<file path="config.mk">
export PLATFORM = sky130hd
export DESIGN_NAME = apb_mbox_s
export DESIGN_NICKNAME = d
export VERILOG_FILES = /design/src/rtl/apb_mbox_s.sv
export SDC_FILE = /design/constraint.sdc
export NUM_CORES = 1
export LEC_CHECK = 0
export CORE_MARGIN = 5
export CORE_UTILIZATION = 52
export DETAILED_ROUTE_END_ITERATION = 7
export PLACE_DENSITY = 0.75
export SETUP_SLACK_MARGIN = 0.2
export SYNTH_ARGS = -nofsm -noshare
export SYNTH_HDL_FRONTEND = slang
export SYNTH_SLANG_ARGS = --single-unit
export TNS_END_PERCENT = 10
</file>
<file path="constraint.sdc">
create_clock -name clk -period 3.07 [get_ports clk]
set_input_delay 0.614 -clock clk [delete_from_list [all_inputs] [get_ports clk]]
set_output_delay 0.614 -clock clk [all_outputs]
set_load 0.1 [all_outputs]
</file>
<file path="src/rtl/apb_mbox_s.sv">
// ============================================================================
// Module   : apb_mbox_s
// Brief    : APB responder exposing a TX/RX mailbox FIFO pair with wait states.
//            Optional macro APB_MBOX_TIMEOUT_EN bounds wait states by TIMEOUT.
// Revision : 1.0
// ============================================================================
`default_nettype none

module apb_mbox_s #(
    parameter int BUS_WIDTH  = 16,
    parameter int DATA_WIDTH = 16,
    parameter int DEPTH      = 8,
    parameter int TIMEOUT    = 255
) (
    input  logic                  clk,
    input  logic                  reset,
    input  logic [BUS_WIDTH-1:0]  S_PADDR,
    input  logic                  S_PWRITE,
    input  logic                  S_PSELx,
    input  logic                  S_PENABLE,
    input  logic [DATA_WIDTH-1:0] S_PWDATA,
    output logic [DATA_WIDTH-1:0] S_PRDATA,
    output logic                  S_PREADY,
    output logic                  tx_valid,
    input  logic                  tx_ready,
    output logic [DATA_WIDTH-1:0] tx_data,
    input  logic                  rx_valid,
    output logic                  rx_ready,
    input  logic [DATA_WIDTH-1:0] rx_data
);

    localparam int PTR_W = $clog2(DEPTH);
    localparam int CNT_W = PTR_W + 1;
    localparam logic [CNT_W-1:0] FULL_CNT = CNT_W'(DEPTH);
    localparam int TIMEOUT_UNUSED = TIMEOUT;

    typedef enum logic [0:0] {ST_IDLE = 1'b0, ST_WAIT = 1'b1} state_t;

    logic [DATA_WIDTH-1:0] tx_mem_q [DEPTH];
    logic [DATA_WIDTH-1:0] rx_mem_q [DEPTH];
    logic [PTR_W-1:0]      tx_wr_ptr_q, tx_wr_ptr_d, tx_rd_ptr_q, tx_rd_ptr_d;
    logic [PTR_W-1:0]      rx_wr_ptr_q, rx_wr_ptr_d, rx_rd_ptr_q, rx_rd_ptr_d;
    logic [CNT_W-1:0]      tx_count_q, tx_count_d, rx_count_q, rx_count_d;
    state_t                state_q, state_d;
    logic                  timeout_err_q, timeout_err_d;

    logic                  w_access, w_sel_data, w_sel_status, w_sel_ctrl;
    logic                  w_tx_wr, w_rx_rd, w_ready_raw, w_done, w_timeout;
    logic                  w_ctrl_wr, w_tx_flush, w_rx_flush, w_to_clr;
    logic                  w_tx_push, w_tx_pop, w_rx_push, w_rx_pop;
    logic [DATA_WIDTH-1:0] w_status;
    logic                  w_unused;

    assign w_unused = ^{S_PADDR[BUS_WIDTH-1:4], S_PWDATA[DATA_WIDTH-1:3]};

    assign w_access     = S_PSELx & S_PENABLE;
    assign w_sel_data   = (S_PADDR[3:0] == 4'h0);
    assign w_sel_status = (S_PADDR[3:0] == 4'h1);
    assign w_sel_ctrl   = (S_PADDR[3:0] == 4'h2);
    assign w_tx_wr      = w_access &  S_PWRITE & w_sel_data;
    assign w_rx_rd      = w_access & ~S_PWRITE & w_sel_data;

    // Readiness looks only at registered counts; same-cycle FIFO moves help next cycle.
    assign w_ready_raw = w_tx_wr ? (tx_count_q != FULL_CNT) :
                         w_rx_rd ? (rx_count_q != '0)       : w_access;
    assign w_done      = reset & w_ready_raw;

`ifdef APB_MBOX_TIMEOUT_EN
    localparam int TO_W = $clog2(TIMEOUT + 1);
    logic [TO_W-1:0] wait_cnt_q, wait_cnt_d;

    assign w_timeout = reset & w_access & ~w_ready_raw & (state_q == ST_WAIT)
                     & (wait_cnt_q == TO_W'(TIMEOUT));
    assign wait_cnt_d = ((state_q == ST_WAIT) && (state_d == ST_WAIT)) ?
                        wait_cnt_q + TO_W'(1) : '0;

    always_ff @(posedge clk) begin
        if (!reset) wait_cnt_q <= '0;
        else        wait_cnt_q <= wait_cnt_d;
    end
`else
    assign w_timeout = 1'b0;
`endif

    assign S_PREADY   = w_done | w_timeout;
    assign w_ctrl_wr  = w_done & S_PWRITE & w_sel_ctrl;
    assign w_tx_flush = w_ctrl_wr & S_PWDATA[0];
    assign w_rx_flush = w_ctrl_wr & S_PWDATA[1];
    assign w_to_clr   = w_ctrl_wr & S_PWDATA[2];

    assign tx_valid  = reset & (tx_count_q != '0);
    assign tx_data   = tx_valid ? tx_mem_q[tx_rd_ptr_q] : '0;
    assign rx_ready  = reset & (rx_count_q != FULL_CNT) & ~w_rx_flush;

    assign w_tx_push = w_done & w_tx_wr;
    assign w_tx_pop  = tx_valid & tx_ready;
    assign w_rx_push = rx_valid & rx_ready;
    assign w_rx_pop  = w_done & w_rx_rd;

    always_comb begin
        w_status              = '0;
        w_status[0]           = (tx_count_q == FULL_CNT);
        w_status[1]           = (tx_count_q == '0);
        w_status[2]           = (rx_count_q == FULL_CNT);
        w_status[3]           = (rx_count_q == '0);
        w_status[4]           = timeout_err_q;
        w_status[8 +: CNT_W]  = rx_count_q;
    end

    always_comb begin
        S_PRDATA = '0;
        if (w_rx_pop)
            S_PRDATA = rx_mem_q[rx_rd_ptr_q];
        else if (w_done & ~S_PWRITE & w_sel_status)
            S_PRDATA = w_status;
    end

    always_comb begin
        tx_wr_ptr_d = tx_wr_ptr_q + PTR_W'(w_tx_push);
        tx_rd_ptr_d = tx_rd_ptr_q + PTR_W'(w_tx_pop);
        tx_count_d  = tx_count_q + CNT_W'(w_tx_push) - CNT_W'(w_tx_pop);
        rx_wr_ptr_d = rx_wr_ptr_q + PTR_W'(w_rx_push);
        rx_rd_ptr_d = rx_rd_ptr_q + PTR_W'(w_rx_pop);
        rx_count_d  = rx_count_q + CNT_W'(w_rx_push) - CNT_W'(w_rx_pop);
        if (w_tx_flush) begin
            tx_wr_ptr_d = '0;
            tx_rd_ptr_d = '0;
            tx_count_d  = '0;
        end
        if (w_rx_flush) begin
            rx_wr_ptr_d = '0;
            rx_rd_ptr_d = '0;
            rx_count_d  = '0;
        end

        timeout_err_d = timeout_err_q;
        if (w_timeout) timeout_err_d = 1'b1;
        if (w_to_clr)  timeout_err_d = 1'b0;

        // A dropped PSEL while waiting is a master abort back to IDLE.
        state_d = state_q;
        case (state_q)
            ST_IDLE: if (w_access & ~S_PREADY)  state_d = ST_WAIT;
            ST_WAIT: if (S_PREADY | ~S_PSELx)   state_d = ST_IDLE;
            default: state_d = ST_IDLE;
        endcase
    end

    always_ff @(posedge clk) begin
        if (!reset) begin
            tx_wr_ptr_q   <= '0;
            tx_rd_ptr_q   <= '0;
            tx_count_q    <= '0;
            rx_wr_ptr_q   <= '0;
            rx_rd_ptr_q   <= '0;
            rx_count_q    <= '0;
            timeout_err_q <= 1'b0;
            state_q       <= ST_IDLE;
        end else begin
            tx_wr_ptr_q   <= tx_wr_ptr_d;
            tx_rd_ptr_q   <= tx_rd_ptr_d;
            tx_count_q    <= tx_count_d;
            rx_wr_ptr_q   <= rx_wr_ptr_d;
            rx_rd_ptr_q   <= rx_rd_ptr_d;
            rx_count_q    <= rx_count_d;
            timeout_err_q <= timeout_err_d;
            state_q       <= state_d;
        end
    end

    always_ff @(posedge clk) begin
        if (w_tx_push) tx_mem_q[tx_wr_ptr_q] <= S_PWDATA;
        if (w_rx_push) rx_mem_q[rx_wr_ptr_q] <= rx_data;
    end

endmodule

`default_nettype wire

</file>
# Word-level counts from Yosys, hierarchy flattened
# Memory sizes are Yosys's and may differ from the RTL's. A register that Yosys moved wholly into a read port is not among the register bits.
# Index checks and enable logic that the tools add are counted.
totals:
  register_bits: 20
  ram_bits: 256
  input_bits: 55
  output_inout_bits: 35
  n_memories: 2
memory_table:
  columns: ["name", "depth", "width", "read_ports", "rd_clocked_by_memory_dff", "write_ports", "line_no", "text"]
  rows:
  - ["rx_mem_q", 8, 16, 1, 1, 1, "40", "logic [DATA_WIDTH-1:0] rx_mem_q [DEPTH];"]
  - ["tx_mem_q", 8, 16, 1, 1, 1, "39", "logic [DATA_WIDTH-1:0] tx_mem_q [DEPTH];"]
op_classes:
  n_addsub: 8
  eq_ne: 6
  n_mux: 11
  bitwise_logic: 22
  reduce_logical: 7
ops:
  columns: ["op", "n"]
  rows:
  - ["$mux W16", 2]
  - ["$and A1 B1 Y1", 19]
  - ["$add A3 B1 Y3", 4]
  - ["$logic_not A4 Y1", 3]
  - ["$mux W12", 1]
  - ["$add A4 B1 Y4", 2]
  - ["$eq A4 B4 Y1 const B", 2]
  - ["$ne A4 B4 Y1 const B", 2]
  - ["$reduce_bool A4 Y1", 2]
  - ["$sub A4 B1 Y4", 2]
  - ["$mux W1", 6]
  - ["$mux W3", 2]
  - ["$eq A4 B1 Y1 const B", 1]
  - ["$eq A4 B2 Y1 const B", 1]
  - ["$reduce_or A2 Y1", 2]
  - ["$not A1 Y1", 3]

# Logic depth before layout (Yosys ltp)
depth:
  ltp_word: 14
  ltp_mapped: 13

# Worst setup path after synthesis
# Ideal clock, no wire load.
synth_path:
  path_type: "in2out"
  start: "input port reset"
  end: "output port rx_ready"
  arrival_time_ps: 2859
  required_time_ps: 2456
  setup_slack_ps: -403
  stages: 6
  cell_sequence: "buf_2 -> and4_1 -> nand4_1 -> buf_2 -> nand2_1 -> a21oi_1"
synth_between:
  elab_chain_cells: 6
  elab_cells_between_ends: 7
  classes_between: "7 x bitwise"
synth_rtl:
  columns: ["item", "line_no", "text"]
  rows:
  - ["start, declared", "16", "input logic reset,"]
  - ["$and A1 B1 Y1", "66", "assign w_done = reset & w_ready_raw;"]
  - ["$and A1 B1 Y1 (2 in a row)", "86", "assign w_ctrl_wr = w_done & S_PWRITE & w_sel_ctrl;"]
  - ["$and A1 B1 Y1", "88", "assign w_rx_flush = w_ctrl_wr & S_PWDATA[1];"]
  - ["$not A1 Y1", "93", "assign rx_ready = reset & (rx_count_q != FULL_CNT) & ~w_rx_flush;"]
  - ["$and A1 B1 Y1 (*)", "93", null]
  - ["end, declared", "28", "output logic rx_ready,"]
# Every way passes the cells marked *; elsewhere a longest branch is shown, timed or not.

# Worst setup path in the final report
layout_path:
  start: "input port S_PWRITE"
  end: "output port rx_ready"
layout_between:
  elab_chain_cells: 11
  elab_cells_between_ends: 13
  classes_between: "2 x mux; 11 x bitwise"
layout_rtl:
  columns: ["item", "line_no", "text"]
  rows:
  - ["start, declared", "18", "input logic S_PWRITE,"]
  - ["$not A1 Y1", "61", "assign w_rx_rd = w_access & ~S_PWRITE & w_sel_data;"]
  - ["$and A1 B1 Y1 (2 in a row)", "61", null]
  - ["$mux W1", "65", "w_rx_rd ? (rx_count_q != '0) : w_access;"]
  - ["$mux W1", "64", "assign w_ready_raw = w_tx_wr ? (tx_count_q != FULL_CNT) :"]
  - ["$and A1 B1 Y1", "66", null]
  - ["$and A1 B1 Y1 (*) (2 in a row)", "86", null]
  - ["$and A1 B1 Y1 (*)", "88", null]
  - ["$not A1 Y1 (*)", "93", null]
  - ["$and A1 B1 Y1 (*)", "93", null]
# Marked as above.

==> impl_metrics.env <==
export IMPL_outcome="finished, final reports clean"
export IMPL_grt_pass1_vias=5994
export IMPL_crit_required_ps=2460
export IMPL_worst_pin_slew_ps=506
export IMPL_skew_ps=14.5
export IMPL_synth_top_area_cell="edfxtp_1"
export IMPL_setup_violations=0
export IMPL_clock_fmax_mhz=353
export IMPL_hold_violations=0
export IMPL_wl_per_cell_um=22.2
export IMPL_avgSynthCellArea_um2=19.9
export IMPL_whs_ps=529
export IMPL_finalMaxSlewViolations=0
export IMPL_grt_pass1_wl_um=33600
export IMPL_critPathCaptureType="output port"
export IMPL_yosys_warnings=0
export IMPL_drive_gt1_frac=0.299
export IMPL_clock_root_buffer="clkbuf_16"
export IMPL_fin_nets=751
export IMPL_gr_usage_all_layers=0.180
export IMPL_r2r_slack_ps=590
export IMPL_dp_hpwl_um=13400
export IMPL_ant_nets=0
export IMPL_slew_headroom=0.661
export IMPL_drc_errors=0
export IMPL_async_flop_share=0
export IMPL_place_port_buffers=77
export IMPL_design_core_area_mm2=0.0210
export IMPL_drt_iter0_drc=331
export IMPL_crit_start="S_PWRITE"
export IMPL_total_leakage_power_nw=4.44
export IMPL_antenna_cells=0
export IMPL_gp_congestion=0.786
export IMPL_rsz0062_at_grt="yes"
export IMPL_drv_cap=0
export IMPL_clk_latency_ps=520
export IMPL_cts_buffers=26
export IMPL_dieArea_mm2=0.0242
export IMPL_worstSetupEndpoint="rx_ready"
export IMPL_die_height_um=156
export IMPL_path_max_fanout=10
export IMPL_critPathArrivalTime_ps=2220
export IMPL_synthMostInstantiatedCell="edfxtp_1"
export IMPL_antenna_found_initial=0
export IMPL_via_count=5504
export IMPL_drt_wl_total_um=21400
export IMPL_numClockSinks=276
export IMPL_ys_seq_area_frac=0.734
export IMPL_ys_ff_latch=276
export IMPL_cts_tree="built"
export IMPL_placed_area_mm2=0.0127
export IMPL_worstSetupStartpointType="primary input"
export IMPL_synth_cell_types=32
export IMPL_syn_num_nets=629
export IMPL_path_clk_slew_ps=60
export IMPL_rows=53
export IMPL_initial_utilization=0.525
export IMPL_reg2regPathDepth=11
export IMPL_syn_inst=552
export IMPL_stdcell_area_mm2=0.0136
export IMPL_synth_edf_count=256
export IMPL_reg2reg_from="rx_count_q[2]$_SDFF_PP0_"
export IMPL_period_share=0.922
export IMPL_worstSetupPathType="primary input to output port"
export IMPL_p_per_area_mw_per_mm2=627
export IMPL_ys_flop_type="edfxtp_1"
export IMPL_ir_drop_mv=0.493
export IMPL_first_pass_iters=6
export IMPL_via_per_inst=5.70
export IMPL_synth_common_cells="256 x edfxtp_1, 63 x mux4_2, 47 x nor2_1, 32 x mux2i_1"
export IMPL_rr_endpoint="rx_count_q[2]$_SDFF_PP0_"
export IMPL_netlist_top_cells_area="edfxtp_1 70%, mux4_2 13%, dfxtp_1 3.6%, mux2i_1 2.9%, ha_1 2.3%"
export IMPL_fin_crit_ps=2830
export IMPL_syn_area_mm2=0.0110
export IMPL_overflow=0
export IMPL_grt_max_degree=34
export IMPL_io_pins=90
export IMPL_hp_class="register to register"
export IMPL_area_delta_synth_final_pct=23.8
export IMPL_chipWidth_um=156
export IMPL_h_tree_depth=1
export IMPL_clockBufferDepth=3
export IMPL_synth_top_area_frac=0.698
[layout make-up]
cell class / count / area (um2)
Sequential cell: 276 / 8090
Clock inverter: 12 / 51.3
Clock buffer: 32 / 694
Inverter: 17 / 63.8
Fill cell: 1437 / 7320
Timing Repair Buffer: 117 / 1550
Tap cell: 275 / 344
Multi-Input combinational cell: 236 / 2840
[routing by layer]
layer  track usage  share of wire  wire length (um)  vias to the layer above
li1              -              -                 -                     2468
met1         0.231           0.38              8080                     2806
met2         0.318           0.53             11300                      188
met3        0.0317          0.066              1410                       42
met4        0.0521          0.029               627                        0
met5             0              0                 0                        -
[timing repair]
action,4_1_cts,5_1_grt
buffers inserted,1,0
endpoints found under the setup margin,17,22
hold buffers,0,0
pin swaps,0,2
gates resized for setup,5,31
gates cloned,0,0
[registers in the layout, indices dropped and copies added (netlist names)]
| signal | count |
|---|---|
| rx_count_q | 4 |
| tx_mem_q | 128 |
| rx_wr_ptr_q | 3 |
| tx_rd_ptr_q | 3 |
| tx_wr_ptr_q | 3 |
| tx_count_q | 4 |
| rx_mem_q | 128 |
| rx_rd_ptr_q | 3 |
[through the flow]
step	util	total power, mW	setup TNS, ps	worst slack, ps	cells
finish	0.651	8.54	0	240	965
global route	0.651	8.84	0	118	965
CTS	0.645	8.59	0	131	965
detailed placement	0.607	5.77	0	61.8	920
global placement	0.607	5.72	0	127	920
floorplan	-	5.25	-7150	-272	552
[worst max-delay path, stage by stage]
cell,delay [ps]
clkdlybuf4s50_1,560
and4_4,250
nand4_1,170
buf_4,220
nand2_2,150
a21oi_2,70
buf_12,180
[worst min path at each step]
stage / startpoint / endpoint / slack (ps) / cells after the start
CTS: tx_rd_ptr_q[2]$_SDFF_PP0_ / tx_rd_ptr_q[2]$_SDFF_PP0_ / 540 / 2
global route: tx_rd_ptr_q[2]$_SDFF_PP0_ / tx_rd_ptr_q[2]$_SDFF_PP0_ / 600 / 2
detailed placement: tx_rd_ptr_q[2]$_SDFF_PP0_ / tx_rd_ptr_q[2]$_SDFF_PP0_ / 510 / 2
finish: tx_rd_ptr_q[2]$_SDFF_PP0_ / tx_rd_ptr_q[2]$_SDFF_PP0_ / 530 / 2
floorplan: rx_wr_ptr_q[2]$_SDFF_PP0_ / rx_wr_ptr_q[2]$_SDFF_PP0_ / 540 / 2
global placement: tx_rd_ptr_q[2]$_SDFF_PP0_ / tx_rd_ptr_q[2]$_SDFF_PP0_ / 510 / 2
[cells by family (layout without fill, tap and decap cells)]
family	Yosys count	count (layout)	share of synthesized area
DFF	276	276	0.734
muxes	96	96	0.160
and+or+nand+nor	94	94	0.0415
buffers and inverters	40	178	0.0222
adders and majority gates	22	22	0.0264
AOI/OAI and AO/OA	16	16	0.00886
xor gates and xnor gates	8	8	0.00636
[power by group]
part	internal (mW)	total (mW)	switching (mW)
clock network	1.59	2.85	1.26
logic	0.581	1.47	0.893
registers	4.18	4.22	0.0392
[layout by cell type (no fill, tap or decap), types with 3 or more instances in the layout]
| cell | n |
|---|---|
| nor3_2 | 4 |
| buf_4 | 28 |
| mux2i_1 | 26 |
| o22ai_2 | 8 |
| mux2i_2 | 5 |
| mux4_2 | 63 |
| nand3_1 | 5 |
| inv_1 | 17 |
| xnor2_1 | 6 |
| clkbuf_16 | 27 |
| nor2_1 | 38 |
| clkdlybuf4s50_1 | 41 |
| ha_1 | 20 |
| nor2_2 | 8 |
| buf_12 | 43 |
| and3_1 | 11 |
| a21oi_1 | 3 |
| dfxtp_1 | 18 |
| nand4_1 | 3 |
| edfxtp_1 | 256 |
| nand2b_1 | 4 |
| clkbuf_1 | 5 |
| nand2_1 | 9 |
| clkinv_1 | 9 |
Power figures use the tool's default switching activity.
